==> config.mk <==
export PLATFORM = sky130hd
export DESIGN_NAME = pipeline_control
export DESIGN_NICKNAME = d
export VERILOG_FILES = /design/src/rtl/riscv_pkg.sv /design/src/rtl/control_decoder.sv /design/src/rtl/pipeline_control.sv
export SDC_FILE = /design/constraint.sdc
export NUM_CORES = 1
export LEC_CHECK = 0
export ABC_AREA = 1
export BUFFER_PORTS_ARGS = -buffer_cell sky130_fd_sc_hd__buf_2
export CAP_MARGIN = 20
export CORE_ASPECT_RATIO = 0.5
export CORE_MARGIN = 5
export CORE_UTILIZATION = 43
export DETAILED_ROUTE_END_ITERATION = 16
export GPL_TIMING_DRIVEN = 1
export PLACE_DENSITY = 0.72
export SKIP_CTS_REPAIR_TIMING = 1
export SYNTH_ARGS = -nofsm -noshare
export SYNTH_HDL_FRONTEND = slang
export SYNTH_SLANG_ARGS = --single-unit
==> constraint.sdc <==
create_clock -name Clock -period 1 [get_ports Clock]
set_input_delay 0.1 -clock Clock [delete_from_list [all_inputs] [get_ports Clock]]
set_output_delay 0.1 -clock Clock [all_outputs]
set_load 0.02 [all_outputs]
==> src/rtl/riscv_pkg.sv <==
// Shared types and encodings for the 3-stage RV32I control path.
// Opcodes, ALU/PC/writeback/forward encodings and the stage register bundle.
package riscv_pkg;

  localparam int XLEN = 32;
  localparam logic [3:0] UART_NIBBLE = 4'h8;

  localparam logic [6:0] OP_R      = 7'b0110011;
  localparam logic [6:0] OP_I      = 7'b0010011;
  localparam logic [6:0] OP_LOAD   = 7'b0000011;
  localparam logic [6:0] OP_STORE  = 7'b0100011;
  localparam logic [6:0] OP_BRANCH = 7'b1100011;
  localparam logic [6:0] OP_JAL    = 7'b1101111;
  localparam logic [6:0] OP_JALR   = 7'b1100111;
  localparam logic [6:0] OP_LUI    = 7'b0110111;
  localparam logic [6:0] OP_AUIPC  = 7'b0010111;

  typedef enum logic [3:0] {
    ALU_ADD, ALU_SUB, ALU_SLL, ALU_SLT, ALU_SLTU,
    ALU_XOR, ALU_SRL, ALU_SRA, ALU_OR, ALU_AND
  } aluop_e;

  typedef enum logic [1:0] {
    PC_HOLD, PC_PLUS4, PC_TARGET, PC_RESET
  } pcsel_e;

  typedef enum logic [1:0] {
    WB_PC4, WB_ALU, WB_DMEM, WB_UART
  } wbsrc_e;

  typedef enum logic [1:0] {
    FWD_RF, FWD_X, FWD_M
  } fwd_e;

  typedef struct packed {
    logic       valid;
    logic [4:0] rd;
    logic       regwr;
    logic       is_load;
    logic       is_store;
    logic       is_branch;
    logic       is_jump;
    wbsrc_e     wbsrc;
  } stage_t;

  typedef struct packed {
    stage_t     st;
    logic [4:0] rs1;
    logic [4:0] rs2;
    logic       use_rs1;
    logic       use_rs2;
    aluop_e     aluop;
  } ctrl_t;

  function automatic aluop_e alu_of(
    input logic [2:0] f3,
    input logic       b30,
    input logic       is_r
  );
    aluop_e op;
    case (f3)
      3'b000:  op = (is_r & b30) ? ALU_SUB : ALU_ADD;
      3'b001:  op = ALU_SLL;
      3'b010:  op = ALU_SLT;
      3'b011:  op = ALU_SLTU;
      3'b100:  op = ALU_XOR;
      3'b101:  op = b30 ? ALU_SRA : ALU_SRL;
      3'b110:  op = ALU_OR;
      default: op = ALU_AND;
    endcase
    return op;
  endfunction

  // X is younger than M, so its result wins when both target rs.
  function automatic fwd_e fwd_sel(
    input stage_t     x,
    input stage_t     m,
    input logic [4:0] rs
  );
    fwd_e f;
    f = FWD_RF;
    if (rs != 5'd0) begin
      if (x.valid & x.regwr & (x.rd == rs))
        f = FWD_X;
      else if (m.valid & m.regwr & (m.rd == rs))
        f = FWD_M;
    end
    return f;
  endfunction

endpackage

==> src/rtl/control_decoder.sv <==
// Pure combinational RV32I decode of the instruction in D.
// Produces the stage bundle plus source-register usage and ALU op.
module control_decoder
  import riscv_pkg::*;
(
  input  logic [XLEN-1:0] inst_i,
  output ctrl_t           ctrl_o
);

  logic [6:0] op;
  logic [2:0] f3;
  logic       b30;
  logic       unused_bits;

  assign op  = inst_i[6:0];
  assign f3  = inst_i[14:12];
  assign b30 = inst_i[30];
  assign unused_bits = ^{inst_i[31], inst_i[29:25]};

  always_comb begin
    ctrl_o          = '0;
    ctrl_o.st.rd    = inst_i[11:7];
    ctrl_o.rs1      = inst_i[19:15];
    ctrl_o.rs2      = inst_i[24:20];
    ctrl_o.st.wbsrc = WB_ALU;
    ctrl_o.aluop    = ALU_ADD;
    unique case (1'b1)
      op == OP_R: begin
        ctrl_o.st.valid = 1'b1;
        ctrl_o.st.regwr = 1'b1;
        ctrl_o.use_rs1  = 1'b1;
        ctrl_o.use_rs2  = 1'b1;
        ctrl_o.aluop    = alu_of(f3, b30, 1'b1);
      end
      op == OP_I: begin
        ctrl_o.st.valid = 1'b1;
        ctrl_o.st.regwr = 1'b1;
        ctrl_o.use_rs1  = 1'b1;
        ctrl_o.aluop    = alu_of(f3, b30, 1'b0);
      end
      op == OP_LOAD: begin
        ctrl_o.st.valid   = 1'b1;
        ctrl_o.st.regwr   = 1'b1;
        ctrl_o.st.is_load = 1'b1;
        ctrl_o.st.wbsrc   = WB_DMEM;
        ctrl_o.use_rs1    = 1'b1;
      end
      op == OP_STORE: begin
        ctrl_o.st.valid    = 1'b1;
        ctrl_o.st.is_store = 1'b1;
        ctrl_o.use_rs1     = 1'b1;
        ctrl_o.use_rs2     = 1'b1;
      end
      op == OP_BRANCH: begin
        ctrl_o.st.valid     = 1'b1;
        ctrl_o.st.is_branch = 1'b1;
        ctrl_o.use_rs1      = 1'b1;
        ctrl_o.use_rs2      = 1'b1;
        ctrl_o.aluop        = ALU_SUB;
      end
      (op == OP_JAL) || (op == OP_JALR): begin
        ctrl_o.st.valid   = 1'b1;
        ctrl_o.st.regwr   = 1'b1;
        ctrl_o.st.is_jump = 1'b1;
        ctrl_o.st.wbsrc   = WB_PC4;
        ctrl_o.use_rs1    = (op == OP_JALR);
      end
      (op == OP_LUI) || (op == OP_AUIPC): begin
        ctrl_o.st.valid = 1'b1;
        ctrl_o.st.regwr = 1'b1;
      end
      default: ;
    endcase
    if (ctrl_o.st.rd == 5'd0)
      ctrl_o.st.regwr = 1'b0;
  end

endmodule

==> src/rtl/pipeline_control.sv <==
// Hazard, forwarding and stage-register control for the D/X/M pipeline.
// Drives PC select, operand forwards, ALU op and M-stage writeback controls.
module pipeline_control
  import riscv_pkg::*;
#(
  parameter logic [3:0] UART_NIB = UART_NIBBLE
) (
  input  logic            Clock,
  input  logic            Reset,
  input  logic [XLEN-1:0] inst_doutb,
  input  logic            branch_taken,
  input  logic [3:0]      load_addr_hi,
  output logic [1:0]      PC_sel,
  output logic [1:0]      data_forward_ALU1,
  output logic [1:0]      data_forward_ALU2,
  output logic [3:0]      ALUop,
  output logic            RegWr,
  output logic [1:0]      wbsrc,
  output logic            dmem_we
);

  ctrl_t  d;
  stage_t x_q, x_d;
  stage_t m_q, m_d;
  logic   rst_q;
  logic   redirect;
  logic   stall;
  logic   hit1, hit2;
  logic   unused_m;

  control_decoder u_dec (
    .inst_i (inst_doutb),
    .ctrl_o (d)
  );

  assign redirect = x_q.valid
                  & (x_q.is_jump
                  | (x_q.is_branch & branch_taken));

  assign hit1  = d.use_rs1 & (d.rs1 == x_q.rd);
  assign hit2  = d.use_rs2 & (d.rs2 == x_q.rd);
  assign stall = x_q.valid & x_q.is_load
               & x_q.regwr & (hit1 | hit2);

  assign unused_m = ^{m_q.is_load, m_q.is_branch,
                      m_q.is_jump};

  // D is discarded on the cycle the PC reloads the reset vector.
  always_comb begin
    m_d = x_q;
    if (x_q.is_load)
      m_d.wbsrc = (load_addr_hi == UART_NIB)
                ? WB_UART : WB_DMEM;
    x_d = d.st;
    if (rst_q | redirect | stall)
      x_d.valid = 1'b0;
  end

  always_ff @(posedge Clock) begin
    if (Reset) begin
      x_q   <= '0;
      m_q   <= '0;
      rst_q <= 1'b1;
    end else begin
      x_q   <= x_d;
      m_q   <= m_d;
      rst_q <= 1'b0;
    end
  end

  always_comb begin
    if (Reset | rst_q)
      PC_sel = PC_RESET;
    else if (redirect)
      PC_sel = PC_TARGET;
    else if (stall)
      PC_sel = PC_HOLD;
    else
      PC_sel = PC_PLUS4;
  end

  always_comb begin
    data_forward_ALU1 = FWD_RF;
    data_forward_ALU2 = FWD_RF;
    RegWr             = 1'b0;
    dmem_we           = 1'b0;
    wbsrc             = WB_PC4;
    if (!Reset) begin
      data_forward_ALU1 = fwd_sel(x_q, m_q, d.rs1);
      data_forward_ALU2 = fwd_sel(x_q, m_q, d.rs2);
      RegWr             = m_q.valid & m_q.regwr;
      dmem_we           = m_q.valid & m_q.is_store;
      if (m_q.valid)
        wbsrc = m_q.wbsrc;
    end
  end

  assign ALUop = d.aluop;

endmodule

# Yosys cells after proc, flatten, opt, wreduce, memory -nomap -nowiden
# Cells that the tools add are included.
[word_totals] ff_bits=24 in_bits=39
[op_classes] bitwise_logic=19 reduce_logical=12 eq_ne=22 mux=32
[op_table] operator="$pmux 4 s7" n=2
[op_table] operator="$eq 5x5->1" n=6
[op_table] operator="$mux 2" n=13
[op_table] operator="$eq 7x6->1 const B" n=3
[op_table] operator="$eq 7x7->1 const B" n=3
[op_table] operator="$and 1x1->1" n=14
[op_table] operator="$eq 7x5->1 const B" n=2
[op_table] operator="$mux 1" n=14
[op_table] operator="$pmux 4 s3" n=1
[op_table] operator="$reduce_bool 5->1" n=2
[op_table] operator="$reduce_or 5->1" n=2
[op_table] operator="$eq 3x3->1 const B" n=3
[op_table] operator="$eq 7x2->1 const B" n=1
[op_table] operator="$reduce_or 7->1" n=1
[op_table] operator="$eq 3x2->1 const B" n=2
[op_table] operator="$logic_not 5->1" n=1
[op_table] operator="$or 1x1->1" n=5
[op_table] operator="$eq 4x4->1 const B" n=1
[op_table] operator="$pmux 2 s2" n=1
[op_table] operator="$reduce_or 2->1" n=2
[op_table] operator="$eq 3x1->1 const B" n=1
[op_table] operator="$logic_not 3->1" n=1
[op_table] operator="$reduce_or 3->1" n=1
[op_table] operator="$logic_or 1x1->1" n=2
[op_table] operator="$pmux 1 s2" n=1

# Longest topological paths before layout
# Gate-level depths: netlist of the first run.
[logic_depth] word_depth=9 ltp_mapped=11 ltp_nobuf=11

# Modules after synthesis
# Synthesis of the first run repeated with hierarchy kept, for this count alone.
[unflattened] cells_unflattened=260 area_unflattened_um2=1579.0
[by_module_without_submodules] module="pipeline_control" cells_each=177 n_inst=1 area_each_um2=1137.3 seq_area_each_um2=480.5
[by_module_without_submodules] module="control_decoder" cells_each=83 n_inst=1 area_each_um2=441.7 seq_area_each_um2=0.0

# Worst setup path after synthesis of the first run
# No wires, ideal clock.
[synth_timing] path_type="reg2out" startpoint="register x_q, in the netlist m_d[9]" endpoint="output data_forward_ALU2[0]" path_stages_with_launch=6 path_buffers=0 slack_ns=-0.393 arrival_ns=1.293 path_cell_list="dfxtp_1 -> inv_1 -> nand2_1 -> nand4_1 -> nor3_1 -> nor3b_1"
[synth_via] elab_chain_len=5
[synth_rtl] item="start: declaration" line_no="pipeline_control.sv:23" text="stage_t x_q, x_d;"
[synth_rtl] item="start signal: assignment" line_no="pipeline_control.sv:61" text="x_q <= '0;"
[synth_rtl] item="start signal: assignment" line_no="pipeline_control.sv:65" text="x_q <= x_d;"
[synth_rtl] item="$eq 5x5->1" line_no="riscv_pkg.sv:83" text="if (x.valid & x.regwr & (x.rd == rs))"
[synth_rtl] item="$and 1x1->1" line_no="riscv_pkg.sv:83"
[synth_rtl] item="$mux 2" line_no="riscv_pkg.sv:83"
[synth_rtl] item="$mux 2" line_no="riscv_pkg.sv:82" text="if (rs != 5'd0) begin"
[synth_rtl] item="$mux 2" line_no="pipeline_control.sv:88" text="if (!Reset) begin"
[synth_rtl] item="end: declaration" line_no="pipeline_control.sv:15" text="output logic [1:0] data_forward_ALU2,"
# Every way passes these cells.

# Worst setup path in the final report of the first run
[layout_timing] startpoint="register x_q, in the netlist m_d[11]" endpoint="output data_forward_ALU1[0]"
[layout_via] elab_chain_len=5
[layout_rtl] item="$eq 5x5->1" line_no="riscv_pkg.sv:83"
[layout_rtl] item="$and 1x1->1" line_no="riscv_pkg.sv:83"
[layout_rtl] item="$mux 2" line_no="riscv_pkg.sv:83"
[layout_rtl] item="$mux 2" line_no="riscv_pkg.sv:82"
[layout_rtl] item="$mux 2" line_no="pipeline_control.sv:88"
[layout_rtl] item="end: declaration" line_no="pipeline_control.sv:14" text="output logic [1:0] data_forward_ALU1,"
# Every way passes these cells.

==> results of run 1 <==
==> power by group through the flow <==
stage | clock network [W] | logic (W) | registers (W)
floorplan | 0 | 0.000186 | 0.000981
global placement | 0 | 0.000371 | 0.000986
detailed placement | 0 | 0.000378 | 0.000986
CTS | 0.000608 | 0.000382 | 0.000965
global route | 0.000644 | 0.000469 | 0.000971
finish | 0.000598 | 0.000424 | 0.000968
==> stage by stage <==
step           instance area, um2  TNS, ns
6_report                     2150    -3.91
4_1_cts                      1990    -4.39
5_1_grt                      2150    -5.04
3_3_place_gp                 1940    -2.20
2_1_floorplan                1430   -0.821
3_5_place_dp                 1940    -2.27
==> logic make-up after synthesis <==
group / count (synthesis) / synth area share
buffers and inverters: 46 / 0.139
XOR/XNOR: 3 / 0.0193
AO/OA/AOI/OAI: 17 / 0.0736
AND/OR/NAND/NOR: 128 / 0.430
flip-flops: 23 / 0.339
==> layout by cell type, fill, tap and decap left out, types with 2 or more instances in the layout <==
| cell | Yosys | layout |
|---|---|---|
| nand2_2 | 2 | 6 |
| o22ai_1 | 3 | 3 |
| nor3b_4 | 0 | 2 |
| nand4_1 | 5 | 5 |
| nor2_1 | 44 | 40 |
| a21oi_1 | 5 | 3 |
| xnor2_2 | 0 | 2 |
| inv_1 | 34 | 30 |
| nand3_1 | 6 | 4 |
| inv_4 | 0 | 3 |
| nand3_2 | 1 | 3 |
| dfxtp_2 | 0 | 7 |
| o21ai_0 | 4 | 3 |
| nor3_2 | 1 | 3 |
| nor2_2 | 2 | 3 |
| inv_2 | 5 | 6 |
| nor3_1 | 10 | 7 |
| nor2_4 | 2 | 5 |
| dfxtp_1 | 23 | 15 |
| nor4_1 | 3 | 3 |
| clkbuf_8 | 0 | 3 |
| nand3b_1 | 2 | 2 |
| a21oi_2 | 0 | 2 |
| buf_4 | 4 | 40 |
| buf_2 | 1 | 30 |
| nand2_1 | 46 | 42 |
| buf_6 | 0 | 13 |
==> final cells by class <==
class / count / area [um2]
well taps: 40 / 50.0
flip-flops and latches: 23 / 473
clock inverters: 1 / 7.51
inverters: 39 / 154
multi-input cells: 148 / 832
clock buffers: 3 / 41.3
repair buffers: 83 / 597
fillers: 245 / 858
==> per-layer routing <==
metal	routed length (um)	vias to the layer above	share of wire
met5	0	-	0
met1	1610	702	0.42
li1	-	833	-
met4	44	0	0.012
met3	210	8	0.055
met2	1950	45	0.51
==> how the worst max path moves through the flow <==
stage          cells past startpoint  slack [ns]    start              endpoint
5_1_grt                           11       -0.74  m_d[10]             PC_sel[0]
3_3_place_gp                      10       -0.37   m_d[9]             PC_sel[0]
3_5_place_dp                      10       -0.36   m_d[9]             PC_sel[0]
6_report                           7       -0.64  m_d[11]  data_forward_ALU1[0]
4_1_cts                           10       -0.67   m_d[9]             PC_sel[0]
2_1_floorplan                      6       -0.20   m_d[8]  data_forward_ALU1[0]
==> flip-flops by register name, indices dropped and copies added, names as in the netlist <==
register  count
rst_q         1
m_d          11
m_q          10
x_q           1
==> worst max-delay path: stages, from the launching register on <==
cell and delay [ns]:
dfxtp_2 0.35, inv_2 0.04, nand2_1 0.05, nand4_1 0.15, buf_4 0.19, nor3_4 0.13
nor3b_4 0.21, buf_6 0.14
==> metrics.txt, run 1 <==
status finished with violations; violations in the final reports setup timing; core area 3010 um2; Reg2Reg Setup Slack -0.18 ns; Via Count 1588; CTS buffer count 3; first-pass GRT wire length slightly below 6000 um; pin count of the biggest net entering global routing 22; GRT met3 Usage 0.0316; Top FF cell, synth dfxtp_1; CP required 0.90 ns; f_max between 600 and 700 MHz; worst hold path startpoint inst_doutb[7]; die height around 50 um; GR Util All Layers 0.168; Internal ~0.0014 W; final worst path period need 1.64 ns; Area contributors post-synth dfxtp_1 (34%), nand2_1 (13%), nor2_1 (12%), inv_1 (9.4%), nor3_1 (3.7%); Slew Limit Fails 0; critical path endpoint category primary output; total power roughly 0.0020 W; Psw roughly 0.00056 W; synth warn 0; die area around 4500 um2; Critical R2R Launch m_d[7]; nets roughly 340; Worst slew margin 0.774; Reg clk slew, reported paths ~0.090 ns; I/O pin total between 50 and 60; maximum buffer depth of the clock tree 2; asr flop ratio synth 0; count leader, synth nand2_1; n_diodes 0; clock share of power 0.301; maximum VDD drop 522 uV; Detailed Routing Iterations Pass 1 4; Post-Place Cells approximately 330; Detail Route Antenna Nets 0; htree depth 1; fin util 0.715; GR Layer Usage met2 0.302; vias in the first global route 1459; DRC viols 0; Synth area leader dfxtp_1; cells on worst reg2reg path 7; met1 track demand over resource 0.200; grt ovf 0; Total Wirelength approximately 3800 um; Cells after Synth around 220; RSZ-0062 raised after global routing yes; r2r endpoint m_d[12]; final cell count without fillers 337; antenna violations before repair 0; WS Path Type register to primary output; CP startpoint kind register; pre-CTS WS -0.362 ns; Slew @ Worst Pin about 0.34 ns; synthesized area 1360 um2; final worst slack -0.635 ns; Seq pwr share 0.486; Comb pwr share 0.213; FF+latch count, synth 23; Layout area overhead 58.4%; Power Density ~900 nW/um2; FP Rows 14; Avg Cell Area, Syn between 6 and 7 um2; critical path peak fanout 3; sequential share of the synthesized area 0.339; worst skew pair latency 0.27 ns; Hold Violations, Final 0; layout cells sized above 1 0.451; WHS Path Cells 3; post-DP HPWL 2910 um; Sw Share 0.282; Die Wd between 80 and 90 um; Final Setup Violations 15; Hold Path End m_d[7]; total of max-cap violations 0; Unique masters post-synth 30; Via density roughly 4.7; Final Skew 0.00300 ns; Port-buffer cells 46; CTS root buf clkbuf_8; DRT iter0 DRCs 61; Hold Slack around 0.047 ns; GRT Max-Usage Layer met2; CTS tree yes; post-synth top area share 0.339; number of flops mapped to enable cells by yosys 0; synth cell count leaders nand2_1 (46), nor2_1 (44), inv_1 (34), dfxtp_1 (23), nor3_1 (10); CTS sink count 23; Initial Util 0.451; syn nets about 260; Placer Congestion ~0.9; worst path arrival time ~1.5 ns; P_leak about 1.1 nW; Hold WC Path Type input port to register; DR WL/cell roughly 11 um; Final period util 1.64
(Power assumes the default switching activity.)
==> run 2, diff against run 1 <==
PLACE_DENSITY = 0.79   (was 0.72)
RECOVER_POWER = 100   (was unset)
==> run 2 against run 1 <==
Net effect:
- the run still ends with setup timing left
- design area rose by 1.8%
- global-route usage is 0.086 points lower
- non-clock buffer count increased by 3
- sequential power about the same
- power is essentially flat
- sequential cell count stayed put
- critical path type unchanged
- critical endpoint is now PC_sel[0]
- largest cell class unchanged
==> metrics.txt, run 2 (synthesis results as in run 1) <==
n_diodes 0; GR Util All Layers 0.167; worst path arrival time approximately 1.5 ns; final worst slack -0.601 ns; htree depth 1; Crit-path slowest cell dfxtp_2; Via density just under 5; Crit path top cell by count nand2_1; core area 3010 um2; maximum buffer depth of the clock tree 2; vias in the first global route roughly 1500; antenna violations before repair 0; DR WL/cell between 10 and 15 um; register area roughly 470 um2; die area between 4000 and 5000 um2; Port-buffer cells between 40 and 50; FP Rows 14; total of max-cap violations 0; Final period util 1.60; P_leak about 1.1 nW; final worst path period need 1.60 ns; Slew Limit Fails 0; CP Depth 9; CTS sink count 23; Detailed Routing Iterations Pass 1 4; violations in the final reports setup timing; Detail Route Antenna Nets 0; RSZ-0062 raised after global routing yes; status finished with violations; critical path endpoint category primary output; Slew @ Worst Pin around 0.43 ns; die height ~50 um; crit path buf inv count 1; I/O pin total 53; CTS buffer count 3; Hold WC Path Type input port to register; Initial Util 0.451; cells on worst reg2reg path 7; Reg clk slew, reported paths roughly 0.08 ns; Placer Congestion approximately 0.9; Critical Path Max Stage Delay 0.35 ns; Layout area overhead 61.3%; CTS tree yes; CP startpoint kind register; grt ovf 0; worst skew pair latency around 0.26 ns; CTS root buf clkbuf_8; DRC viols 0; pin count of the biggest net entering global routing 22; Power Density 908 nW/um2; most common cell after layout, fill and taps aside buf_4; Hold Violations, Final 0; layout cells sized above 1 0.457; WS Path Type register to primary output; Total Wirelength 4030 um; Die Wd roughly 90 um; family with the most delay on the worst path simple AND/OR/NAND/NOR gates; critical path peak fanout 3; worst-path cell chain xnor2_2, nand3_4, nor2_2, nand2_1, nand2_2, nand2_1, nand2_1, nand2_2, buf_6; total power around 0.0020 W; f_max around 620 MHz; Final Skew approximately 0.0031 ns; Via Count roughly 1600; CP required 0.90 ns; multi-input logic area about 840 um2; maximum VDD drop 584 uV; Filler Cell Count about 220; Worst slew margin 0.708; WHS Path Cells 3; Final Setup Violations 15; first-pass GRT wire length around 6000 um; nets 340; pre-CTS WS -0.342 ns; Largest register FFs 11; DRT iter0 DRCs 57; post-DP HPWL 2960 um; most frequent cells in the layout buf_4 (43), nor2_1 (41), nand2_1 (39), inv_1 (29), buf_2 (26)
## run 2: per-stage QoR
step / instance area [um2] / utilization / std cells / setup TNS, ns / hold WS (ns)
after floorplan: 1430 / - / 217 / -0.821 / 0.128
after global placement: 1940 / 0.644 / 332 / -2.02 / 0.314
after detailed placement: 1940 / 0.644 / 332 / -2.16 / 0.322
after CTS: 1990 / 0.660 / 336 / -4.31 / 0.0379
after global routing: 2190 / 0.728 / 340 / -5.13 / 0.0313
final: 2190 / 0.728 / 340 / -3.93 / 0.0385
## run 2: cell type report
type	count	area share
inverters	39	0.0713
well taps	40	0.0228
flip-flops and latches	23	0.214
clock buffers	3	0.0188
repair buffers	86	0.285
clock inverters	1	0.00342
multi-input cells	148	0.384
## run 2: metal layers
layer  track usage  share of wire  vias up
li1              -              -      838
met1         0.190           0.42      756
met2         0.312           0.52       36
met3        0.0416          0.051        4
met4        0.0371         0.0067        0
met5             0              0        -
## run 2: path summary, 6_finish.rpt
kind                      start        end  slack (ns)
setup / recovery         m_d[7]  PC_sel[0]       -0.60
hold / removal    inst_doutb[7]     m_d[7]        0.04
setup reg to reg         m_d[7]    m_d[12]       -0.18
hold reg to reg          m_d[4]     m_q[4]        0.41
## run 2: report_power, final
part / total, W / switching [W] / internal [W]
clock: 0.000584 / 0.000303 / 0.000282
combinational: 0.000438 / 0.000235 / 0.000203
sequential: 0.000968 / 0.0000219 / 0.000946
## run 2: tightest hold or removal path, cell delays in order
cell and delay (ns):
buf_2 0.11, inv_1 0.04, nor2_1 0.03
